[src/rtl/branch_resolver.sv]
// ID-stage branch resolution unit.
// Registers the BTB prediction made for the delay-slot fetch and computes the real
// next PC when the branch reaches ID. On a mismatch it redirects fetch, flushes IF
// and writes the corrected target back into the BTB. It also keeps saturating
// branch and mispredict counters for board debug.
//
// Ports:
//   clk, rst                 clock (rising edge), asynchronous active-high reset
//   stall                    hazard-unit hold; IF/ID frozen
//   if_valid/if_pc/if_pred_pc  current fetch and its BTB prediction
//   id_br_type               000 none, 001 B, 010 BEQZ, 011 BNEZ, 100 JR, others none
//   id_offset                sign-extended branch offset
//   id_rs_val/id_rs_ready    forwarded rs operand and its ready flag
//   hold_id                  combinational freeze request while waiting for rs
//   redirect/redirect_pc     one-cycle fetch redirect and correct next PC
//   flush_if                 kill the wrongly fetched instruction (with redirect)
//   btb_upd_n/btb_from/btb_to  active-low BTB write strobe, index PC, target PC
//   cnt_branch/cnt_mispred   saturating performance counters
module branch_resolver #(
    parameter int unsigned PC_W    = 16,
    parameter int unsigned PC_STEP = 4,
    parameter int unsigned CNT_W   = 16
) (
    input  logic             clk,
    input  logic             rst,
    input  logic             stall,
    input  logic             if_valid,
    input  logic [PC_W-1:0]  if_pc,
    input  logic [PC_W-1:0]  if_pred_pc,
    input  logic [2:0]       id_br_type,
    input  logic [PC_W-1:0]  id_offset,
    input  logic [PC_W-1:0]  id_rs_val,
    input  logic             id_rs_ready,
    output logic             hold_id,
    output logic             redirect,
    output logic [PC_W-1:0]  redirect_pc,
    output logic             flush_if,
    output logic             btb_upd_n,
    output logic [PC_W-1:0]  btb_from,
    output logic [PC_W-1:0]  btb_to,
    output logic [CNT_W-1:0] cnt_branch,
    output logic [CNT_W-1:0] cnt_mispred
);

    localparam logic [2:0] BR_B    = 3'b001;
    localparam logic [2:0] BR_BEQZ = 3'b010;
    localparam logic [2:0] BR_BNEZ = 3'b011;
    localparam logic [2:0] BR_JR   = 3'b100;

    typedef enum logic [1:0] {
        IDLE    = 2'b00,
        WAIT_OP = 2'b01,
        RECOVER = 2'b10
    } state_t;

    state_t          state;
    logic [PC_W-1:0] s_pc;
    logic [PC_W-1:0] s_pred;
    logic            s_vld;

    logic            is_br;
    logic            needs_rs;
    logic            rs_zero;
    logic [PC_W-1:0] target;
    logic [PC_W-1:0] fall_thru;
    logic [PC_W-1:0] actual;
    logic            resolve;
    logic            mispred;
    logic            go_wait;

    // Branch decode and actual next-PC computation (wraps modulo 2^PC_W).
    always_comb begin
        needs_rs  = 1'b0;
        is_br     = 1'b0;
        rs_zero   = (id_rs_val == '0);
        target    = s_pc + id_offset;
        fall_thru = s_pc + PC_W'(PC_STEP);
        actual    = fall_thru;
        unique case (id_br_type)
            BR_B: begin
                is_br  = s_vld;
                actual = target;
            end
            BR_BEQZ: begin
                is_br    = s_vld;
                needs_rs = 1'b1;
                actual   = rs_zero ? target : fall_thru;
            end
            BR_BNEZ: begin
                is_br    = s_vld;
                needs_rs = 1'b1;
                actual   = rs_zero ? fall_thru : target;
            end
            BR_JR: begin
                is_br    = s_vld;
                needs_rs = 1'b1;
                actual   = id_rs_val;
            end
            default: begin
                is_br    = 1'b0;
                needs_rs = 1'b0;
            end
        endcase
    end

    // Resolution control; RECOVER never resolves because ID still holds the delay slot.
    always_comb begin
        hold_id = 1'b0;
        resolve = 1'b0;
        go_wait = 1'b0;
        unique case (state)
            IDLE: begin
                if (!stall && is_br) begin
                    if (needs_rs && !id_rs_ready) begin
                        hold_id = 1'b1;
                        go_wait = 1'b1;
                    end else begin
                        resolve = 1'b1;
                    end
                end
            end
            WAIT_OP: begin
                hold_id = !id_rs_ready;
                // A stalled pipeline keeps the branch pending so it resolves exactly once.
                resolve = id_rs_ready && !stall;
            end
            default: begin
                hold_id = 1'b0;
                resolve = 1'b0;
            end
        endcase
        mispred = resolve && (actual != s_pred);
    end

    // Delay-slot prediction register; a flush always kills the captured slot.
    always_ff @(posedge clk or posedge rst) begin
        if (rst) begin
            s_pc   <= '0;
            s_pred <= '0;
            s_vld  <= 1'b0;
        end else if (flush_if) begin
            s_vld  <= 1'b0;
        end else if (!stall && !hold_id) begin
            s_pc   <= if_pc;
            s_pred <= if_pred_pc;
            s_vld  <= if_valid;
        end
    end

    // State, registered strobes/payloads and saturating counters.
    always_ff @(posedge clk or posedge rst) begin
        if (rst) begin
            state       <= IDLE;
            redirect    <= 1'b0;
            flush_if    <= 1'b0;
            btb_upd_n   <= 1'b1;
            redirect_pc <= '0;
            btb_from    <= '0;
            btb_to      <= '0;
            cnt_branch  <= '0;
            cnt_mispred <= '0;
        end else begin
            redirect  <= 1'b0;
            flush_if  <= 1'b0;
            btb_upd_n <= 1'b1;

            unique case (state)
                IDLE: begin
                    if (go_wait) begin
                        state <= WAIT_OP;
                    end else if (mispred) begin
                        state <= RECOVER;
                    end
                end
                WAIT_OP: begin
                    if (resolve) begin
                        state <= mispred ? RECOVER : IDLE;
                    end
                end
                RECOVER: state <= IDLE;
                default: state <= IDLE;
            endcase

            if (mispred) begin
                redirect    <= 1'b1;
                flush_if    <= 1'b1;
                btb_upd_n   <= 1'b0;
                redirect_pc <= actual;
                btb_from    <= s_pc;
                btb_to      <= actual;
            end

            if (resolve && (cnt_branch != {CNT_W{1'b1}})) begin
                cnt_branch <= cnt_branch + CNT_W'(1);
            end
            if (mispred && (cnt_mispred != {CNT_W{1'b1}})) begin
                cnt_mispred <= cnt_mispred + CNT_W'(1);
            end
        end
    end

endmodule

[config.mk]
export PLATFORM = sky130hd
export DESIGN_NAME = branch_resolver
export DESIGN_NICKNAME = d
export VERILOG_FILES = /design/src/rtl/branch_resolver.sv
export SDC_FILE = /design/constraint.sdc
export NUM_CORES = 1
export LEC_CHECK = 0
export ABC_AREA = 1
export CORE_ASPECT_RATIO = 0.9
export CORE_MARGIN = 5
export CORE_UTILIZATION = 56
export CTS_BUF_LIST = sky130_fd_sc_hd__clkbuf_4
export DETAILED_ROUTE_END_ITERATION = 8
export PLACE_DENSITY_LB_ADDON = 0.25
export SLEW_MARGIN = 20
export SYNTH_ARGS = -nofsm -noshare
export SYNTH_HDL_FRONTEND = slang
export SYNTH_SLANG_ARGS = --single-unit
[constraint.sdc]
create_clock -name clk -period 5.8 [get_ports clk]
set_input_delay 0.87 -clock clk [delete_from_list [all_inputs] [get_ports clk]]
set_output_delay 0.87 -clock clk [all_outputs]
set_load 0.005 [all_outputs]
==> results.toml <==
[outcome]
status = "completed"

[setup_path]
startpoint_type = "input pin"
crit_type = "in -> reg"
r2r_slack_ns = 2.11
worstSetupEndpointType = "flop"
crit_fanout = 57
reg2reg_to = "btb_to[5]$_DFFE_PP0P_"
r2r-start = "s_pc[0]$_DFFE_PP0P_"
critPathRequiredTime_ns = 6.17
reg2reg_depth = 19
arrival_ns = 4.46

[worst_hold_path]
min_to = "cnt_branch[7]$_DFFE_PP0P_"
hold_class = "reg -> reg"
worstHoldStart = "cnt_branch[7]$_DFFE_PP0P_"
holdPathStages = 1

[floorplan]
start_util_pct = 57.4
io-pin-count = 156
fp-row-count = 37
die_w_um = 124
dieArea_um2 = 14000
core_um2 = 11400
die_h_um = 113

[clocking]
postCtsSetupBuffers = 0
numCtsBuffers = 9
cts.sinks = 101
cts-hold-fix-buffers = 0
clockRootBuffer = "clkbuf_4"
clk_path_buf_depth = 2
insertion_delay_ns = 0.46
cts_tree = "done"
clkTransAtPathRegs_ns = 0.16
h-tree-depth = 3
cts_resized = 0

[logic_synthesis]
syn_area_um2 = 6560
synth_seq_cells = 101
syn_avg_cell_area_um2 = 7.03
yosysSeqAreaShare_pct = 38.5
synth_top_cell_area_share_pct = 38.1
ys_types = 35
synth_edf_count = 0
synthArstFlopShare_pct = 100
ys_warn_count = 0
synth_area_leaders = "dfrtp_1, nand2_1, inv_1"
synth.net_count = 1024
yosys.area.top_type = "dfrtp_1"
ys.flop_type = "dfrtp_1"
synthCells = 933

[layout]
final_util_pct = 72.0
regArea_um2 = 2530
antenna_cells = 0
layout-drive-gt1-share_pct = 3.65
fillers = 970
fin_cells = 1224
final_nets = 1154
multi_input_area_um2 = 3270
syn_to_final_growth_pct = 25.5

[placed_design]
finalWeightedCongestion = 0.910
dp_hpwl_mm = 14.0
numPortBuffers = 155
dp.cells = 1208

[drt]
wl_mm = 18.0
wl_per_cell_um = 14.7
drt_iter0_markers = 541
dr.pass1.iters = 5
vias = 6302
drc = 0
ant_nets = 0
via_per_inst = 5.15

[sta]
fin_crit_ns = 4.08
fmax_mhz = 245
finalSetupTns_ns = 0
hold_viol_final = 0
maxSlewViolCount = 0
slew_headroom_pct = 53.0
setup_viol = 0
worst_pin_slew_ns = 0.703
min_period_over_period_pct = 70.4
skew_ns = 0.0112
grt_setup_unrepaired = "false"

[global_route]
grtUsageTotal_pct = 26.1
first_global_vias = 6007
grt_antenna_before_repair = 0
grt_max_degree = 58
grt-ovfl-total = 0
grt_pass1_wl_mm = 28.9

[run]
maxCapViolCount = 0

[pwr]
leakage_uw = 0.00412
vdd_drop_max_mv = 0.332
powerDensity_nw_per_um2 = 378
layout make-up:
class / count / share of cell area, %
clock buffers: 10 / 0.912
clock inverters: 6 / 1.05
inverters: 134 / 6.17
multi-input cells: 659 / 39.7
flip-flops and latches: 101 / 30.7
well taps: 156 / 2.37
repair buffers: 158 / 19.1
cells in the final DEF (no fill, tap or decap), types with 9 or more instances in the layout:
cell             Yosys  final
nand2_1            327    327
nand3_1             68     68
xor2_1              33     33
clkdlybuf4s50_1      0    155
nor3_1               9      9
nor2_1              60     59
clkbuf_4             0     10
inv_1              133    132
nand4_1             33     33
a21oi_1             10     10
o21ai_0             41     40
ha_1                18     18
o21ai_1             14     15
dfrtp_1            100    100
sequential cells by signal, indices dropped and copies added (netlist names):
| register | cells |
|---|---|
| cnt_mispred | 16 |
| s_pred | 16 |
| flush_if | 1 |
| btb_to | 16 |
| btb_upd_n | 1 |
| s_vld | 1 |
| s_pc | 16 |
| state | 2 |
| btb_from | 16 |
| cnt_branch | 16 |
cells in the mapped netlist, types with 4 or more instances:
master	instances
nand2_1	327
inv_1	133
dfrtp_1	100
nand3_1	68
nor2_1	60
o21ai_0	41
nand4_1	33
xor2_1	33
ha_1	18
buf_4	17
o21ai_1	14
a21oi_1	10
clkbuf_1	10
nor3_1	9
nor4_1	8
xnor2_1	8
buf_6	7
nor2_2	6
buf_2	4
power by group:
group / internal, uW / switching, uW / leakage, uW
registers: 932 / 223 / 0.00127
logic: 729 / 805 / 0.00276
clock network: 180 / 244 / 0.0000884
total: 1840 / 1270 / 0.00412
metal layers:
layer | part of all wire, % | global-route usage, %
met4 | 2.3 | 9.42
met2 | 45 | 40.4
met5 | 0 | 0
met3 | 7.3 | 4.95
met1 | 45 | 36.7
worst max-delay path, cell delays in order:
cell,delay [ns]
clkdlybuf4s50_1,0.41
ha_1,0.26
fa_1,0.45
nand2_1,0.11
nand2_1,0.06
nand3_1,0.06
nand2_1,0.08
or2_2,0.28
nand3_1,0.13
nand3_1,0.10
nand2_1,0.07
nand2_1,0.04
nor2_1,0.09
nand2_1,0.06
nor2_2,0.17
nand2_4,0.17
nand2_4,0.47
inv_1,0.34
nand2_1,0.16
nand2_1,0.06
worst max-delay path by stage:
stage / start / endpoint / slack, ns / cells past startpoint
after floorplan: rst / btb_from[0]$_DFFE_PP0P_ / 2.28 / 1
after global routing: id_offset[0] / btb_to[5]$_DFFE_PP0P_ / 1.45 / 20
after CTS: id_offset[0] / btb_to[5]$_DFFE_PP0P_ / 1.80 / 20
after global placement: id_offset[0] / btb_to[6]$_DFFE_PP0P_ / 1.38 / 20
after detailed placement: id_offset[0] / btb_to[5]$_DFFE_PP0P_ / 1.27 / 20
final: id_offset[0] / btb_to[5]$_DFFE_PP0P_ / 1.72 / 20
through the flow:
step | hold WS, ns | instance area (um2) | total power [uW] | setup slack, ns
after detailed placement | 0.476 | 8070 | 2690 | 1.27
final | 0.504 | 8240 | 3110 | 1.72
after global placement | 0.470 | 8070 | 2650 | 1.38
after global routing | 0.535 | 8240 | 3360 | 1.45
after CTS | 0.510 | 8240 | 3120 | 1.80
after floorplan | 0.475 | 6560 | 2050 | 2.28
cells by family after synthesis:
| kind of cell | after synthesis | share of synthesized area [%] |
|---|---|---|
| xor+xnor | 41 | 5.47 |
| simple gates | 527 | 34.6 |
| fa+ha+maj | 19 | 3.74 |
| mux | 3 | 0.515 |
| compound gates | 69 | 5.40 |
| buf+inv | 173 | 11.8 |
| flops | 101 | 38.5 |
No activity file was read; power rests on OpenSTA's default activity.
